### config.mk
export PLATFORM = sky130hd
export DESIGN_NAME = jtag_tap_responder
export DESIGN_NICKNAME = d
export VERILOG_FILES = /design/src/rtl/jtag_tap_responder.sv
export SDC_FILE = /design/constraint.sdc
export NUM_CORES = 1
export LEC_CHECK = 0
export CORE_MARGIN = 2
export CORE_UTILIZATION = 35
export CTS_CLUSTER_DIAMETER = 120
export DETAILED_ROUTE_END_ITERATION = 8
export HOLD_SLACK_MARGIN = 0.05
export PLACE_DENSITY = 0.58
export RECOVER_POWER = 50
export SLEW_MARGIN = 20
export SYNTH_ARGS = -nofsm -noshare
export SYNTH_HDL_FRONTEND = slang
export SYNTH_SLANG_ARGS = --single-unit
export TNS_END_PERCENT = 5
### constraint.sdc
create_clock -name clk -period 4.2 [get_ports clk]
set_clock_uncertainty 0.15 [all_clocks]
set_input_delay 0.63 -clock clk [delete_from_list [all_inputs] [get_ports clk]]
set_output_delay 0.63 -clock clk [all_outputs]
set_load 0.01 [all_outputs]
### src/rtl/jtag_tap_responder.sv
// Target-side JTAG TAP: 16-state controller, IR, BYPASS/IDCODE/USER DRs.
// Define JTAG_TAP_USER_DR_EN to build the USER data register.
module jtag_tap_responder #(
  parameter int          IR_WIDTH      = 4,
  parameter logic [31:0] IDCODE_VALUE  = 32'h1A5E_0093,
  parameter int          USER_DR_WIDTH = 8
) (
  input  logic                     clk,
  input  logic                     rst,
  input  logic                     tms,
  input  logic                     tdi,
  output logic                     tdo,
  output logic                     tdo_en,
  output logic [3:0]               tap_state,
  output logic [IR_WIDTH-1:0]      ir_out,
  input  logic [USER_DR_WIDTH-1:0] user_dr_in,
  output logic [USER_DR_WIDTH-1:0] user_dr_out,
  output logic                     update_pulse
);

  typedef enum logic [3:0] {
    TLR      = 4'd0,  RTI      = 4'd1,
    SEL_DR   = 4'd2,  CAP_DR   = 4'd3,
    SHIFT_DR = 4'd4,  EXIT1_DR = 4'd5,
    PAUSE_DR = 4'd6,  EXIT2_DR = 4'd7,
    UPD_DR   = 4'd8,  SEL_IR   = 4'd9,
    CAP_IR   = 4'd10, SHIFT_IR = 4'd11,
    EXIT1_IR = 4'd12, PAUSE_IR = 4'd13,
    EXIT2_IR = 4'd14, UPD_IR   = 4'd15
  } state_e;

  localparam logic [IR_WIDTH-1:0] OP_IDCODE = IR_WIDTH'(1);
  localparam logic [IR_WIDTH-1:0] OP_USER   =
    {1'b1, {(IR_WIDTH-1){1'b0}}};

  state_e                state_q;
  logic [IR_WIDTH-1:0]   ir_q;
  logic [IR_WIDTH-1:0]   ir_sr_q;
  logic                  bypass_q;
  logic [31:0]           id_sr_q;
  logic                  sel_id;
  logic                  sel_user;
  logic                  user_lsb;

  function automatic state_e next_state(state_e s, logic m);
    case (s)
      TLR:      return m ? TLR      : RTI;
      RTI:      return m ? SEL_DR   : RTI;
      SEL_DR:   return m ? SEL_IR   : CAP_DR;
      CAP_DR:   return m ? EXIT1_DR : SHIFT_DR;
      SHIFT_DR: return m ? EXIT1_DR : SHIFT_DR;
      EXIT1_DR: return m ? UPD_DR   : PAUSE_DR;
      PAUSE_DR: return m ? EXIT2_DR : PAUSE_DR;
      EXIT2_DR: return m ? UPD_DR   : SHIFT_DR;
      UPD_DR:   return m ? SEL_DR   : RTI;
      SEL_IR:   return m ? TLR      : CAP_IR;
      CAP_IR:   return m ? EXIT1_IR : SHIFT_IR;
      SHIFT_IR: return m ? EXIT1_IR : SHIFT_IR;
      EXIT1_IR: return m ? UPD_IR   : PAUSE_IR;
      PAUSE_IR: return m ? EXIT2_IR : PAUSE_IR;
      EXIT2_IR: return m ? UPD_IR   : SHIFT_IR;
      default:  return m ? SEL_DR   : RTI;
    endcase
  endfunction

  // Anything not IDCODE or (enabled) USER falls through to BYPASS.
  assign sel_id = (ir_q == OP_IDCODE);

  always_ff @(posedge clk) begin
    if (rst) begin
      state_q  <= TLR;
      ir_q     <= OP_IDCODE;
      ir_sr_q  <= '0;
      bypass_q <= 1'b0;
      id_sr_q  <= '0;
    end else begin
      state_q <= next_state(state_q, tms);
      case (state_q)
        TLR:      ir_q    <= OP_IDCODE;
        CAP_IR:   ir_sr_q <= IR_WIDTH'(2'b01);
        SHIFT_IR: ir_sr_q <= {tdi, ir_sr_q[IR_WIDTH-1:1]};
        UPD_IR:   ir_q    <= ir_sr_q;
        CAP_DR: begin
          if (sel_id)         id_sr_q  <= IDCODE_VALUE;
          else if (!sel_user) bypass_q <= 1'b0;
        end
        SHIFT_DR: begin
          if (sel_id)         id_sr_q  <= {tdi, id_sr_q[31:1]};
          else if (!sel_user) bypass_q <= tdi;
        end
        default: ;
      endcase
    end
  end

`ifdef JTAG_TAP_USER_DR_EN
  logic [USER_DR_WIDTH-1:0] user_sr_q;
  logic [USER_DR_WIDTH-1:0] user_out_q;
  logic                     pulse_q;

  assign sel_user = (ir_q == OP_USER);
  assign user_lsb = user_sr_q[0];

  always_ff @(posedge clk) begin
    if (rst) begin
      user_sr_q  <= '0;
      user_out_q <= '0;
      pulse_q    <= 1'b0;
    end else begin
      pulse_q <= 1'b0;
      if (sel_user) begin
        case (state_q)
          CAP_DR:   user_sr_q <= user_dr_in;
          SHIFT_DR: user_sr_q <= (user_sr_q >> 1) |
                      (USER_DR_WIDTH'(tdi) << (USER_DR_WIDTH-1));
          UPD_DR: begin
            user_out_q <= user_sr_q;
            pulse_q    <= 1'b1;
          end
          default: ;
        endcase
      end
    end
  end

  assign user_dr_out  = user_out_q;
  assign update_pulse = pulse_q;
`else
  logic unused_user_in;

  assign unused_user_in = ^user_dr_in;
  assign sel_user       = 1'b0;
  assign user_lsb       = 1'b0;
  assign user_dr_out    = '0;
  assign update_pulse   = 1'b0;
`endif

  always_comb begin
    tdo = 1'b0;
    if (state_q == SHIFT_IR)
      tdo = ir_sr_q[0];
    else if (state_q == SHIFT_DR)
      tdo = sel_id ? id_sr_q[0] : (sel_user ? user_lsb : bypass_q);
  end

  assign tdo_en    = (state_q == SHIFT_DR) || (state_q == SHIFT_IR);
  assign tap_state = state_q;
  assign ir_out    = ir_q;

endmodule

==> results.ini <==
[yosys]
ys_seq_elements = 45
synth.distinct_cells = 45
yosys.area.top_type = dfxtp_1
synth_warnings = 0
async_flop_share_pct = 0
synth.top_cell.area_share_pct = 46.24
synth_area_mm2 = 0.001948
synthTopCellsByArea = dfxtp_1 (46%), o221a_1 (6.9%), nand2_1 (4.6%)
synth_edf_count = 0
yosysSeqAreaShare_pct = 46.24
postSynthCellCount = 198
synth_flop_cell = dfxtp_1
syn_area_per_cell_um2 = 9.839

[layout]
most-common-layout-cells = dfxtp_1 (45), nand2_1 (24), inv_1 (16), o221a_1 (12)
layout-drive-gt1-share_pct = 8.911
final_common_cell = dfxtp_1
layout.cells.non_filler = 274
post-route-util_pct = 39.25
fin_nets = 213
syn2layout_area_growth_pct = 9.570
diodes = 0

[clock_tree]
path_clk_slew_ps = 90
cts_buffers = 5
cts_tree = built
worst_skew_pair.late_latency_ps = 300
clockBufferDepth = 2
hold_buffers = 0
cts_max_level = 2
cts_sinks = 45
cts_root_buffer = clkbuf_8
cts_setup_buffers = 0
ctsResizeCount = 0

[place]
place_congestion = 0.7237
dp.cells = 266
hpwlAfterDp_um = 2052
io_buffers = 13

[worst_setup_path]
crit_path_max_fanout = 31
critPathCaptureType = register
crit_type = input pin to register
required_ps = 4240
worstPathArrival_ps = 3400
cp-start-kind = input pin

[floorplan]
start_util_pct = 35.82
die_width_um = 78.61
boundaryPins = 31
placementRows = 27
coreArea_mm2 = 0.005439
die-area_mm2 = 0.006179
die_h_um = 78.61

[sta]
drv_slew = 0
fin_setup_tns_ps = 0
rsz0062_at_grt = false
period_needed_ps = 3364
finalHoldViolations = 0
setup_violations = 0
slew_headroom_pct = 23.79
finalCritPeriodShare_pct = 80.09
tightestPinTransition_ps = 1143
clock.fmax_mhz = 297.3

[detailed_routing]
drt_iter0_drc = 80
wl_um = 3392
postRouteAntennaNets = 0
num_vias = 1407
avgRoutedWirePerCell_um = 12.38
drc = 0
viasPerCell = 5.135
drt_first_pass_iters = 4

[global_route]
grt_pass1_vias = 1251
grt_antenna_before_repair = 0
grtUsageMet2_pct = 18.21
grt_max_degree = 33
gr-max-usage-layer = met2
use_met3_pct = 3.218
use_met1_pct = 15.18
gr-total-overflow = 0
grt_pass1_wl_um = 5809
grt_use_total_pct = 11.60

[status]
outcome = finished clean

[power_and_ir_drop]
irDropWorstVdd_mv = 0.1132
p_leak_nw = 0.7620
p_total_mw = 0.8237
p_per_area_mw_per_mm2 = 385.9

[run]
max_cap_viol_count = 0

[hold_path]
hold_class = register to register

## metal layers
layer	vias up	share of wire, %
met4	0	1.6
met1	660	51
met5	-	0
met3	6	3.1
li1	718	-
met2	23	44
## cell type report
type | count | area, µm²
fillers | 553 | 3304
clock buffers | 6 | 82.58
clock inverters | 2 | 13.76
multi-input cells | 119 | 853.3
repair buffers | 14 | 133.9
well taps | 72 | 90.09
inverters | 16 | 60.06
flip-flops and latches | 45 | 900.9
## critical path, cell delays in order
cell	delay, ps
dlygate4sd3_1	520
clkbuf_1	840
inv_1	760
and3_1	400
a22o_1	240
## where the power goes
group / internal (mW) / total, mW / switching [mW]
registers: 0.441 / 0.464 / 0.0222
clock network: 0.133 / 0.279 / 0.145
logic: 0.0360 / 0.0814 / 0.0455
## metrics by stage
stage / worst slack [ps] / hold WS (ps) / instance area, µm²
after floorplan: 2155 / 277.7 / 1978
after global placement: 1464 / 293.7 / 2042
after detailed placement: 1480 / 293.6 / 2042
after CTS: 1151 / 306.3 / 2138
after global routing: 659.7 / 326.5 / 2135
final: 836.2 / 302.5 / 2135
## path summary, 6_finish.rpt
path	slack [ps]	start	endpoint	depth (start not counted)
max	840	rst	ir_out[1]	5
min	300	bypass_q	bypass_q	2
max reg2reg	1700	tap_state[2]	id_sr_q[22]	3
min reg2reg	300	bypass_q	bypass_q	2
## flip-flops by register name (all words and copies together), names as in the netlist
name and count:
bypass_q 1, id_sr_q 32, ir_out 4, ir_sr_q 4
tap_state 4
## synth_stat cells, types with 2 or more instances
cell type,number
nor2_1,3
o32ai_2,5
nand3_1,4
or4_1,2
nor4b_1,2
clkbuf_1,10
o22ai_1,9
a21oi_1,10
o32ai_1,7
a22o_1,3
o21ai_1,2
buf_6,3
nand2b_1,2
nand2_1,24
buf_2,2
inv_1,16
o221a_1,12
dfxtp_1,45
buf_4,11
## cell families (layout without fill, tap and decap cells)
logic type | Yosys count | count (layout) | synth area share, %
flops | 45 | 45 | 46.24
simple gates | 50 | 50 | 14.90
other cells | 1 | 9 | 0.1925
xor+xnor | 1 | 1 | 0.4497
compound gates | 58 | 58 | 26.21
mux | 1 | 1 | 0.5138
buf+inv | 42 | 38 | 11.50
Note: power is estimated with default switching activity, not from simulation.
